**src/rtl/sv_timer_pkg.sv**
```systemverilog
// Shared register offsets, CTRL bit positions and prescaler sizing for the
// Supervision system timer / IRQ block.
package sv_timer_pkg;

    localparam logic [3:0] REG_STATUS = 4'h8;
    localparam logic [3:0] REG_MASK   = 4'h9;

    localparam int unsigned CTRL_RUN    = 0;
    localparam int unsigned CTRL_PSEL   = 1;
    localparam int unsigned CTRL_RELOAD = 2;

    localparam int unsigned PRE_SHORT_DEF = 256;
    localparam int unsigned PRE_LONG_DEF  = 16384;
    localparam int unsigned PRE_W         = $clog2(PRE_LONG_DEF);

    // CTRL readback image; bits [7:3] are always zero.
    function automatic logic [7:0] ctrl_byte(input logic run, input logic psel, input logic reload);
        logic [7:0] b;
        b              = '0;
        b[CTRL_RUN]    = run;
        b[CTRL_PSEL]   = psel;
        b[CTRL_RELOAD] = reload;
        return b;
    endfunction

endpackage

```
**src/rtl/sv_timer_irq_if.sv**
```systemverilog
// CPU-side register bus of the timer/IRQ block: select, write strobe,
// offset, data in both directions and the level IRQ back to the CPU.
interface sv_timer_irq_if;

    logic       cs;
    logic       we;
    logic [3:0] addr;
    logic [7:0] din;
    logic [7:0] dout;
    logic       irq;

    modport master (
        output cs, we, addr, din,
        input  dout, irq
    );

    modport slave (
        input  cs, we, addr, din,
        output dout, irq
    );

endinterface

```
**src/rtl/sv_timer_irq_chan.sv**
```systemverilog
// One timer channel: prescaler, 8-bit down-counter, RUN/PSEL/RELOAD control
// and a single-cycle expiry pulse toward the STATUS register.
module sv_timer_chan
    import sv_timer_pkg::*;
#(
    parameter int unsigned CNT_W     = 8,
    parameter int unsigned PRE_SHORT = PRE_SHORT_DEF,
    parameter int unsigned PRE_LONG  = PRE_LONG_DEF,
    parameter int unsigned PW        = PRE_W
) (
    input  logic             clk,
    input  logic             reset,
    input  logic             cnt_we,
    input  logic             ctrl_we,
    input  logic [7:0]       din,
    output logic [CNT_W-1:0] count,
    output logic [7:0]       ctrl,
    output logic             expire
);

    localparam logic [PW-1:0] PRE_S = PW'(PRE_SHORT - 1);
    localparam logic [PW-1:0] PRE_L = PW'(PRE_LONG - 1);

    logic [PW-1:0]    pre, pre_nxt, pre_top;
    logic [CNT_W-1:0] count_nxt, reload_val, reload_val_nxt, load_val;
    logic             run, run_nxt, psel, psel_nxt, reload, reload_nxt;

    assign pre_top  = psel ? PRE_L : PRE_S;
    assign load_val = CNT_W'(din);
    assign ctrl     = ctrl_byte(run, psel, reload);

    // A CNT write overrides a coinciding tick, so only the write can expire.
    assign expire = cnt_we ? (load_val == '0)
                           : (run && pre == '0 && count == CNT_W'(1));

    always_comb begin
        pre_nxt        = pre;
        count_nxt      = count;
        reload_val_nxt = reload_val;
        run_nxt        = run;
        psel_nxt       = psel;
        reload_nxt     = reload;
        if (cnt_we) begin
            count_nxt      = load_val;
            reload_val_nxt = load_val;
            pre_nxt        = pre_top;
            run_nxt        = (load_val != '0);
        end else if (run) begin
            if (count == '0) begin
                run_nxt = 1'b0;
            end else if (pre == '0) begin
                pre_nxt = pre_top;
                if (count == CNT_W'(1)) begin
                    count_nxt = reload ? reload_val : '0;
                    run_nxt   = reload;
                end else begin
                    count_nxt = count - CNT_W'(1);
                end
            end else begin
                pre_nxt = pre - PW'(1);
            end
        end
        // RUN cannot be set while there is nothing left to count.
        if (ctrl_we) begin
            psel_nxt   = din[CTRL_PSEL];
            reload_nxt = din[CTRL_RELOAD];
            run_nxt    = din[CTRL_RUN] && (count_nxt != '0);
        end
    end

    always_ff @(posedge clk) begin
        if (reset) begin
            pre        <= '0;
            count      <= '0;
            reload_val <= '0;
            run        <= 1'b0;
            psel       <= 1'b0;
            reload     <= 1'b0;
        end else begin
            pre        <= pre_nxt;
            count      <= count_nxt;
            reload_val <= reload_val_nxt;
            run        <= run_nxt;
            psel       <= psel_nxt;
            reload     <= reload_nxt;
        end
    end

endmodule

```
**src/rtl/sv_timer_irq.sv**
```systemverilog
// Multi-channel system timer and IRQ controller: register decode, W1C STATUS,
// MASK, registered read port and the masked-OR IRQ line.
module sv_timer_irq
    import sv_timer_pkg::*;
#(
    parameter int unsigned NUM_TIMERS  = 2,
    parameter int unsigned NUM_EXT_IRQ = 1,
    parameter int unsigned CNT_W       = 8,
    parameter int unsigned PRE_SHORT   = PRE_SHORT_DEF,
    parameter int unsigned PRE_LONG    = PRE_LONG_DEF
) (
    input  logic                   clk_sys,
    input  logic                   reset,
    sv_timer_irq_if.slave          bus,
    input  logic [NUM_EXT_IRQ-1:0] ext_irq
);

    localparam int unsigned NSRC = NUM_TIMERS + NUM_EXT_IRQ;
    localparam int unsigned PW   = (PRE_LONG > PRE_SHORT) ? $clog2(PRE_LONG) : $clog2(PRE_SHORT);
    localparam logic [7:0]  SRC_MASK = 8'((16'd1 << NSRC) - 16'd1);

    logic [NUM_TIMERS-1:0] cnt_we, ctrl_we, expire;
    logic [CNT_W-1:0]      count_ch [NUM_TIMERS];
    logic [7:0]            ctrl_ch  [NUM_TIMERS];
    logic [7:0]            status, status_nxt, mask, set_bits, clr_bits, rdata, dout_r;
    logic                  wr, rd, irq_r;

    assign wr = bus.cs && bus.we;
    assign rd = bus.cs && !bus.we;

    for (genvar g = 0; g < NUM_TIMERS; g++) begin : g_chan
        assign cnt_we[g]  = wr && (bus.addr == 4'(2 * g));
        assign ctrl_we[g] = wr && (bus.addr == 4'(2 * g + 1));

        sv_timer_chan #(
            .CNT_W     (CNT_W),
            .PRE_SHORT (PRE_SHORT),
            .PRE_LONG  (PRE_LONG),
            .PW        (PW)
        ) u_chan (
            .clk     (clk_sys),
            .reset   (reset),
            .cnt_we  (cnt_we[g]),
            .ctrl_we (ctrl_we[g]),
            .din     (bus.din),
            .count   (count_ch[g]),
            .ctrl    (ctrl_ch[g]),
            .expire  (expire[g])
        );
    end

    always_comb begin
        set_bits                      = '0;
        set_bits[NUM_TIMERS-1:0]      = expire;
        set_bits[NSRC-1:NUM_TIMERS]   = ext_irq;
        clr_bits   = (wr && bus.addr == REG_STATUS) ? bus.din : '0;
        // Set is OR-ed after the clear so a coinciding event survives W1C.
        status_nxt = ((status & ~clr_bits) | set_bits) & SRC_MASK;
    end

    always_comb begin
        rdata = 8'hFF;
        if (bus.addr == REG_STATUS) begin
            rdata = status;
        end else if (bus.addr == REG_MASK) begin
            rdata = mask;
        end else begin
            for (int unsigned i = 0; i < NUM_TIMERS; i++) begin
                if (bus.addr == 4'(2 * i))     rdata = 8'(count_ch[i]);
                if (bus.addr == 4'(2 * i + 1)) rdata = ctrl_ch[i];
            end
        end
    end

    always_ff @(posedge clk_sys) begin
        if (reset) begin
            status <= '0;
            mask   <= '0;
            irq_r  <= 1'b0;
            dout_r <= 8'hFF;
        end else begin
            status <= status_nxt;
            if (wr && bus.addr == REG_MASK) mask <= bus.din & SRC_MASK;
            irq_r <= |(status & mask);
            if (rd) dout_r <= rdata;
        end
    end

    assign bus.dout = dout_r;
    assign bus.irq  = irq_r;

endmodule

```
**src/flat_wrapper.sv**
```systemverilog
// flat-port wrapper written by rule: the top's interface ports become plain ports
module sv_timer_irq_flat import sv_timer_pkg::*;
#(
    parameter int unsigned NUM_TIMERS  = 2,
    parameter int unsigned NUM_EXT_IRQ = 1,
    parameter int unsigned CNT_W       = 8,
    parameter int unsigned PRE_SHORT   = PRE_SHORT_DEF,
    parameter int unsigned PRE_LONG    = PRE_LONG_DEF
)
  (clk_sys, reset, ext_irq, bus_cs, bus_we, bus_addr, bus_din, bus_dout, bus_irq);
  sv_timer_irq_if bus_i ();
  input  logic clk_sys;
  input  logic reset;
  input  logic [NUM_EXT_IRQ-1:0] ext_irq;
  input wire logic [$bits(bus_i.cs)-1:0] bus_cs;
  input wire logic [$bits(bus_i.we)-1:0] bus_we;
  input wire logic [$bits(bus_i.addr)-1:0] bus_addr;
  input wire logic [$bits(bus_i.din)-1:0] bus_din;
  output wire logic [$bits(bus_i.dout)-1:0] bus_dout;
  output wire logic [$bits(bus_i.irq)-1:0] bus_irq;
  assign bus_i.cs = bus_cs;
  assign bus_i.we = bus_we;
  assign bus_i.addr = bus_addr;
  assign bus_i.din = bus_din;
  assign bus_dout = bus_i.dout;
  assign bus_irq = bus_i.irq;
  sv_timer_irq #(.NUM_TIMERS(NUM_TIMERS), .NUM_EXT_IRQ(NUM_EXT_IRQ), .CNT_W(CNT_W), .PRE_SHORT(PRE_SHORT), .PRE_LONG(PRE_LONG)) u_core (.clk_sys(clk_sys), .reset(reset), .bus(bus_i), .ext_irq(ext_irq));
endmodule
```
**config.mk**
```make
export PLATFORM = sky130hd
export DESIGN_NAME = sv_timer_irq_flat
export DESIGN_NICKNAME = d
export VERILOG_FILES = /design/src/rtl/sv_timer_pkg.sv /design/src/rtl/sv_timer_irq_if.sv /design/src/rtl/sv_timer_irq_chan.sv /design/src/rtl/sv_timer_irq.sv /design/src/flat_wrapper.sv
export SDC_FILE = /design/constraint.sdc
export NUM_CORES = 1
export LEC_CHECK = 0
export BUFFER_PORTS_ARGS = -buffer_cell sky130_fd_sc_hd__buf_2
export CORE_ASPECT_RATIO = 0.9
export CORE_UTILIZATION = 50
export DETAILED_ROUTE_END_ITERATION = 16
export HOLD_SLACK_MARGIN = 0.03
export PLACE_DENSITY_LB_ADDON = 0.3
export SLEW_MARGIN = 20
export SYNTH_ARGS = -nofsm -noshare
export SYNTH_HDL_FRONTEND = slang
export SYNTH_HIERARCHICAL = 1
export SYNTH_SLANG_ARGS = --single-unit
```
**constraint.sdc**
```tcl
create_clock -name clk_sys -period 4.1 [get_ports clk_sys]
set_input_delay 0.41 -clock clk_sys [delete_from_list [all_inputs] [get_ports clk_sys]]
set_output_delay 0.41 -clock clk_sys [all_outputs]
set_load 0.1 [all_outputs]
```
==> reports/qor.txt, run 1 <==
Die Ht = 97.7 µm
Worst Setup Slack, final = 1260 ps
commonest non-fill, non-tap cells in the layout = nor2_1, dfxtp_1, a21oi_1
CP Class = reg2reg
Rows = 34
Worst Path Arrival = 3070 ps
DRC violations left = 0
post-synthesis async set-or-reset flop share = 0%
first-pass detailed-route iteration total = 5
Routed WL = 13500 µm
min cycle time layout = 2840 ps
Setup Skew = 10.2 ps
CP Max Fanout = 12
M2 GR Usage = 37.8%
mux contribution to synthesized area = 5.51%
Hold Vio Cnt, Final = 0
share of cells above drive strength 1 = 11.3%
WP data required = 4330 ps
count of antenna-violating nets left after detailed routing = 0
part of the power in registers = 43.7%
Slew Viols, Final = 0
Max Cap Viol = 0
postcts setup bufs = 0
Die Width = 108 µm
Pwr Density = 343 mW/mm²
CTS H-tree depth = 3
worst hold path class = in2reg
largest family of logic cells by synthesized area = simple AND/OR/NAND/NOR gates
first-pass GRT wire length = 22200 µm
clock root cell = clkbuf_16
IO Pins = 26
status = finished clean
CTS tree = done
overall routing resource usage = 26.3%
P_leak = 2.01 nW
hold_ws = 284 ps
endpoints failing setup = 0
leading cell type in the layout, fill and taps excluded = nor2_1
Post-Layout Cell Count = 787
Core ar. = 0.00978 mm²
CTS clk-pin slew, worst paths = 60 ps
Post-synth top flop = dfxtp_1
part of the Yosys area used for sequential elements = 31.9%
IO buf count = 25
Slew headroom = 51.8%
Initial Utilization = 52.0%
dpl ws = 1120 ps
total gr overflow = 0
PostCTS Resize Cnt = 0
mapped cell area = 0.00509 mm²
RSZ-0062 raised after global routing = false
global route hottest layer = met1
gpl congestion = 0.902
Max Clk Rate = 0.352 GHz
Clock power frac = 42.0%
Synth cell types = 78
initial DRC count = 457
number of global-route vias before repair = 4394
Switching Share = 29.1%
# hold bufs at CTS = 0
Yosys warnings = 6
post-synthesis compound-gate area fraction = 24.0%
Tot Pwr = 1.87 mW
Post-DP HPWL = 9540 µm
grt met1 use = 39.0%
pin count of the biggest net entering global routing = 35
area share of and/or/nand/nor cells after synthesis = 28.4%
Cell Count Post-Placement = 771
initial antenna violation count = 0
die area = 0.0106 mm²
Via density = 6.28
# diodes = 0
Total Neg Setup Slack = 0 ps
Synth-to-Final Area Change = 6.93%
via count = 4942
Least-Margin Pin Slew = 713 ps
Design Area, Final = 0.00544 mm²
adder and majority gate portion of the synthesized area = 1.97%
Worst VDD drop = 0.214 mV
nets = 681
grt met3 use = 4.74%
clock latency on the worst-skew pair = 340 ps
EDFF count, synth = 0
wire per inst = 17.2 µm
clk sinks = 81
Post-Syn Area per Cell = 7.74 µm²
CTS max path bufs = 2
startpoint types = flop
Internal Power = 1.32 mW
CTS buffer count = 9
Final Util = 55.6%
Worst Setup End Kind = flop
Post-Synthesis Cells = 658
Tcrit/Tclk final = 69.3%
Comb pwr share = 14.3%
XOR/XNOR Fraction of Synth Area = 0.516%
Psw = 0.543 mW
synthesized flop and latch total = 81
post-placement cell area = 0.00515 mm²
state kept, by name (all words and copies together), names as in the netlist:
name,flops
u_core/g_chan.u_chan/pre,28
u_core/g_chan.u_chan/reload_val,16
u_core/status,3
u_core/g_chan.u_chan/run,2
u_core/mask,3
u_core/g_chan.u_chan/psel,2
u_core/bus.irq,1
u_core/bus.dout,8
u_core/g_chan.u_chan/count,16
u_core/g_chan.u_chan/reload,2
power groups by stage:
stage | clock [mW] | combinational, mW | sequential, mW
after floorplan | 0 | 0.170 | 0.869
after global placement | 0 | 0.256 | 0.832
after detailed placement | 0 | 0.259 | 0.833
after CTS | 0.791 | 0.260 | 0.815
after global routing | 0.829 | 0.287 | 0.817
final | 0.783 | 0.266 | 0.816
area by class of cell:
cell class / count / area (µm²)
clock buffer: 11 / 253
fill: 913 / 4340
inverter: 22 / 82.6
clock inverter: 5 / 37.5
multi-input combinational: 511 / 3120
sequential: 81 / 1620
tap: 126 / 158
timing repair buffer: 31 / 170
path summary, 6_finish.rpt:
path                                                      from                           to  slack [ps]  depth (start not counted)
worst min-delay path                                   ext_irq             u_core/status[2]         280                          3
worst min register to register              u_core/bus.dout[3]           u_core/bus.dout[3]         480                          2
worst max-delay path            u_core/g_chan[0].u_chan/pre[0]  u_core/g_chan[0].u_chan/run        1260                          9
worst max register to register  u_core/g_chan[0].u_chan/pre[0]  u_core/g_chan[0].u_chan/run        1260                          9
Yosys cell counts (all sizes together) (11+ instances only):
cell type  instances  area [µm²]
a22oi             11        82.6
nor4              18         143
nor2              93         373
nand2b            11        68.8
o21ai             41         205
nand2             47         181
mux2i             19         190
buf               34         235
a21oi             68         344
inv               22        82.6
clkbuf            18        67.6
o22ai             12        87.6
nor3              26         130
nand3             18        95.1
dfxtp             81        1620
routing by layer:
metal | wire length [µm] | share of wire, % | vias to the layer above
met1 | 6490 | 48 | 2304
met3 | 1040 | 7.7 | 23
li1 | - | - | 2398
met2 | 5770 | 43 | 217
met4 | 242 | 1.8 | 0
met5 | 0 | 0 | -
cell families after synthesis:
kind of cell / after synthesis
simple gates: 272
compound gates: 191
flops: 81
buf+inv: 74
mux: 27
fa+ha+maj: 8
xor+xnor: 3
other cells: 2
worst max-delay path: stages (launching register included):
cell and delay, ps:
dfxtp_1 330, inv_1 80, ha_1 130, nor4b_1 310
nand4_1 510, o311ai_0 500, o311ai_1 180, nor4_1 280
nand4_1 140, a41o_1 270
Power figures use the tool's default switching activity.
==> inputs of run 2 (changes only) <==
==> constraint.sdc (replaced) <==
create_clock -name clk_sys -period 2.5 [get_ports clk_sys]
set_input_delay 0.25 -clock clk_sys [delete_from_list [all_inputs] [get_ports clk_sys]]
set_output_delay 0.25 -clock clk_sys [all_outputs]
set_load 0.1 [all_outputs]
==> run 2 against run 1 <==
Cell area rose by 10%. Non-clock buffer count increased by 61. Routed wire length grew 11%. Largest power group unchanged. Highest routed layer unchanged.
==> reports/qor.txt, run 2 (same netlist as run 1, synthesis figures left out) <==
status = finished clean
Max Clk Rate = 0.406 GHz
Filler cells = 892
startpoint types = flop
Synth-to-Final Area Change = 17.9%
IO Pins = 26
nets = 742
total gr overflow = 0
count of antenna-violating nets left after detailed routing = 0
CP Max Fanout = 4
gpl congestion = 0.939
commonest non-fill, non-tap cells in the layout = nor2_1, dfxtp_1, buf_4
Worst Setup EP = u_core/g_chan[0].u_chan/run
share of cells above drive strength 1 = 21.2%
top flop regs = u_core/g_chan.u_chan/pre: 28 flops, u_core/g_chan.u_chan/count: 16 flops, u_core/g_chan.u_chan/reload_val: 16 flops
overall routing resource usage = 28.9%
wire per inst = 17.8 µm
min cycle time layout = 2460 ps
CTS buffer count = 9
number of global-route vias before repair = 4884
R2R depth = 10
worst hold path class = in2reg
Rows = 34
Multi-input gate area = 0.00323 mm²
DRC violations left = 0
CTS clk-pin slew, worst paths = 60 ps
first-pass detailed-route iteration total = 5
Slew Viols, Final = 0
CTS tree = done
dpl ws = 47.7 ps
Worst Setup Slack, final = 39.6 ps
clk sinks = 81
r2r startpoint = u_core/g_chan[0].u_chan/count[0]
Setup Skew = 7.14 ps
CTS max path bufs = 2
Top reg by flops = u_core/g_chan.u_chan/pre
endpoints failing setup = 0
initial DRC count = 535
initial antenna violation count = 0
via count = 5289
Final Util = 61.3%
# diodes = 0
Worst Path Arrival = 2690 ps
CP max stage cell = or3b_4
Buf+Inv Stages, Crit Path = 2
Via density = 6.24
clock root cell = clkbuf_16
Least-Margin Pin Slew = 626 ps
Slew headroom = 57.9%
CP Class = reg2reg
Post-DP HPWL = 11000 µm
Pwr Density = 514 mW/mm²
Design Area, Final = 0.00600 mm²
die area = 0.0106 mm²
cell family with the largest share of critical-path delay = simple AND/OR/NAND/NOR gates
Reg2Reg Capture Point = u_core/g_chan[0].u_chan/run
Die Ht = 97.7 µm
Initial Utilization = 52.0%
Tcrit/Tclk final = 98.4%
WP data required = 2730 ps
reg-to-reg slack, setup = 40 ps
CTS H-tree depth = 3
Crit path depth = 10
leading cell type in the layout, fill and taps excluded = nor2_1
Die Width = 108 µm
RSZ-0062 raised after global routing = true
first-pass GRT wire length = 24200 µm
Max stage delay on crit path = 410 ps
Worst VDD drop = 0.401 mV
Core ar. = 0.00978 mm²
Worst Setup End Kind = flop
max reg flops = 28
post-placement cell area = 0.00560 mm²
P_leak = 2.33 nW
# hold bufs at CTS = 0
Routed WL = 15100 µm
Sequential Area = 0.00163 mm²
Hold Vio Cnt, Final = 0
pin count of the biggest net entering global routing = 29
IO buf count = 25
crit path from = u_core/g_chan[0].u_chan/count[0]
Max Cap Viol = 0
critical-path cell list = inv_4 -> ha_4 -> or3b_4 -> o31a_1 -> nand2_2 -> o311ai_2 -> nor4_2 -> buf_4 -> nand4_1 -> a41o_1
clock latency on the worst-skew pair = 330 ps
run 2: per-stage QoR:
step	instances	setup TNS (ps)	hold slack (ps)	power, mW
global route	848	-54.6	143	3.20
global placement	831	0	453	1.84
floorplan	666	0	355	1.70
detailed placement	831	0	463	1.85
CTS	847	0	120	3.08
finish	848	0	136	3.09
run 2: worst min path at each step:
| stage | start | end | slack [ps] | depth (start not counted) |
|---|---|---|---|---|
| 3_5_place_dp | u_core/bus.dout[3] | u_core/bus.dout[3] | 460 | 2 |
| 5_1_grt | ext_irq | u_core/status[2] | 140 | 3 |
| 4_1_cts | ext_irq | u_core/status[2] | 120 | 3 |
| 3_3_place_gp | u_core/bus.dout[2] | u_core/bus.dout[2] | 450 | 2 |
| 6_report | ext_irq | u_core/status[2] | 140 | 3 |
| 2_1_floorplan | reset | u_core/bus.dout[2] | 350 | 2 |
run 2: report_power, final:
| group | leakage [nW] | internal [mW] | switching, mW |
|---|---|---|---|
| registers | 0.656 | 1.31 | 0.0221 |
| logic | 1.54 | 0.174 | 0.336 |
| clock network | 0.133 | 0.701 | 0.541 |
| total | 2.33 | 2.19 | 0.899 |
run 2: final cells by class:
| class | instances | area share, % |
|---|---|---|
| Tap cell | 126 | 2.63 |
| Clock buffer | 12 | 4.11 |
| Inverter | 22 | 1.42 |
| Multi-Input combinational cell | 511 | 53.9 |
| Clock inverter | 4 | 0.438 |
| Sequential cell | 81 | 27.1 |
| Timing Repair Buffer | 92 | 10.5 |
run 2: repair_timing:
item,4_1_cts,5_1_grt
setup endpoints to repair,0,2
gates resized for setup,0,29
setup buffers,0,1
run 2: per-layer routing:
| layer | up-vias | wire length (µm) | GRT usage [%] |
|---|---|---|---|
| met5 | - | 0 | 0 |
| met4 | 0 | 367 | 9.77 |
| met3 | 32 | 1200 | 5.27 |
| met2 | 250 | 6500 | 43.8 |
| met1 | 2482 | 6990 | 41.0 |
| li1 | 2525 | - | - |
run 2: tightest hold or removal path, stage by stage:
cell	delay [ps]
buf_2	80
a21oi_1	30
nor2_1	70
==> inputs of run 3 (changes only) <==
--- a/config.mk
+++ b/config.mk
@@ -11,6 +11,7 @@
 export DETAILED_ROUTE_END_ITERATION = 16
 export HOLD_SLACK_MARGIN = 0.03
 export PLACE_DENSITY_LB_ADDON = 0.3
+export SETUP_SLACK_MARGIN = 0.1
 export SLEW_MARGIN = 20
 export SYNTH_ARGS = -nofsm -noshare
 export SYNTH_HDL_FRONTEND = slang
==> run 3 against run 2 <==
Clock skew down 0.96 ps. Register-to-register slack better by 80 ps. Combinational power up 1%. Utilization up 1.2 points. Critical path depth up 1. Routed wire length about the same. Cell area up 2.0%. Sequential share of layout area down 0.50 points. Sequential cell count unchanged. Fmax up 3.5%. Count of clock-buffer cells in the layout down 1. Largest power group is now clock.
==> reports/qor.txt, run 3 (same netlist as run 1, synthesis figures left out) <==
Psw = 0.907 mW
startpoint types = flop
status = finished clean
Worst Setup Slack, final = 122 ps
Hold Path Cell Cnt = 3
Pwr Density = 521 mW/mm²
Synth-to-Final Area Change = 20.3%
Comb pwr share = 16.2%
worst hold path class = in2reg
initial DRC count = 665
startpoint of the worst hold path = ext_irq
CTS H-tree depth = 3
clock root cell = clkbuf_16
Via density = 6.26
CTS clk-pin slew, worst paths = 60 ps
reg-to-reg slack, setup = 120 ps
pin count of the biggest net entering global routing = 31
CTS tree = done
dpl ws = 26.5 ps
hold_ws = 119 ps
commonest non-fill, non-tap cells in the layout = nor2_1, dfxtp_1, buf_4
Clock power frac = 42.0%
# diodes = 0
nets = 746
first-pass detailed-route iteration total = 5
Slew headroom = 50.7%
Worst Setup End Kind = flop
Cell Count Post-Placement = 829
Hold Vio Cnt, Final = 0
Slew Viols, Final = 0
IO Pins = 26
Internal Power = 2.28 mW
IO buf count = 25
CTS buffer count = 9
leading cell type in the layout, fill and taps excluded = nor2_1
r2r startpoint = u_core/g_chan[0].u_chan/count[0]
Worst Path Arrival = 2620 ps
endpoints failing setup = 0
part of the power in registers = 41.9%
first-pass GRT wire length = 24300 µm
Total Neg Setup Slack = 0 ps
min cycle time layout = 2380 ps
Max Cap Viol = 0
CP Max Fanout = 4
Post-DP HPWL = 10800 µm
Switching Share = 28.4%
clock latency on the worst-skew pair = 340 ps
die area = 0.0106 mm²
Initial Utilization = 52.0%
Die Width = 108 µm
Top reg by flops = u_core/g_chan.u_chan/pre
initial antenna violation count = 0
clk sinks = 81
overall routing resource usage = 28.9%
wire per inst = 17.7 µm
WP data required = 2740 ps
DRC violations left = 0
worst hold endpoint = u_core/status[2]
Core ar. = 0.00978 mm²
Least-Margin Pin Slew = 734 ps
R2R depth = 11
Max Clk Rate = 0.421 GHz
P_leak = 2.39 nW
Tcrit/Tclk final = 95.1%
CTS max path bufs = 2
RSZ-0062 raised after global routing = true
Routed WL = 15100 µm
Reg2Reg Capture Point = u_core/g_chan[0].u_chan/run
top flop regs = u_core/g_chan.u_chan/pre: 28 flops, u_core/g_chan.u_chan/count: 16 flops, u_core/g_chan.u_chan/reload_val: 16 flops
via count = 5329
Post-Layout Cell Count = 851
Rows = 34
Die Ht = 97.7 µm
Worst VDD drop = 0.432 mV
gpl congestion = 0.910
count of antenna-violating nets left after detailed routing = 0
Tot Pwr = 3.19 mW
total gr overflow = 0
share of cells above drive strength 1 = 22.2%
max reg flops = 28
CP Class = reg2reg
# hold bufs at CTS = 0
number of global-route vias before repair = 4826
Setup Skew = 6.18 ps
run 3: cell count changes in the layout (fill, tap and decap cells not counted), sizes merged:
cell and change:
bufinv +1, clkinv -1, clkbuf -1, buf +4
run 3: worst max-delay path by stage:
stage                                           from                          end  slack (ps)  cells past startpoint
floorplan                                bus_addr[3]  u_core/g_chan[0].u_chan/run         160                     11
global placement      u_core/g_chan[0].u_chan/pre[0]  u_core/g_chan[0].u_chan/run          80                     10
detailed placement    u_core/g_chan[0].u_chan/pre[0]  u_core/g_chan[0].u_chan/run          30                      9
CTS                 u_core/g_chan[1].u_chan/count[0]  u_core/g_chan[1].u_chan/run         110                      9
global route          u_core/g_chan[0].u_chan/pre[0]  u_core/g_chan[0].u_chan/run          40                     10
finish              u_core/g_chan[0].u_chan/count[0]  u_core/g_chan[0].u_chan/run         120                     11
run 3: metrics by stage:
stage               instance area (µm²)  util (%)
floorplan                          5120         -
global placement                   5590      57.1
detailed placement                 5590      57.1
CTS                                5950      60.8
global route                       6120      62.6
finish                             6120      62.6
run 3: repair_timing:
action	CTS	global route
setup endpoints to repair	1	7
pin swaps	4	10
cloned	0	0
buffers inserted	2	5
resized for setup	12	30
run 3: worst max-delay path, cell delays in order, from the launching register on:
cell and delay, ps:
dfxtp_4 360, inv_4 60, ha_4 120, or3b_4 410, o31a_1 290, buf_6 140, buf_6 120, nand3_4 80
a311oi_2 50, a221oi_2 240, nand4_1 130, a41o_1 250
run 3: power by group through the flow:
stage                     Clock, mW  Sequential [mW]  Combinational [mW]
after global routing           1.41             1.34               0.552
after global placement            0             1.36               0.475
after floorplan                   0             1.42               0.278
after detailed placement          0             1.36               0.482
after CTS                      1.36             1.33               0.487
final                          1.34             1.33               0.515
run 3: layout make-up:
class | instances | area [µm²]
multi-input combinational | 511 | 3280
sequential | 81 | 1630
timing repair buffer | 96 | 673
clock buffer | 11 | 243
fill | 839 | 3660
inverter | 22 | 87.6
clock inverter | 4 | 51.3
tap | 126 | 158
run 3: metal layers:
layer	vias up	share of wire [%]	track usage [%]
met1	2526	47	41.4
met3	16	7.6	5.01
met2	259	44	44.7
li1	2528	-	-
met4	0	1.4	7.69
met5	-	0	0
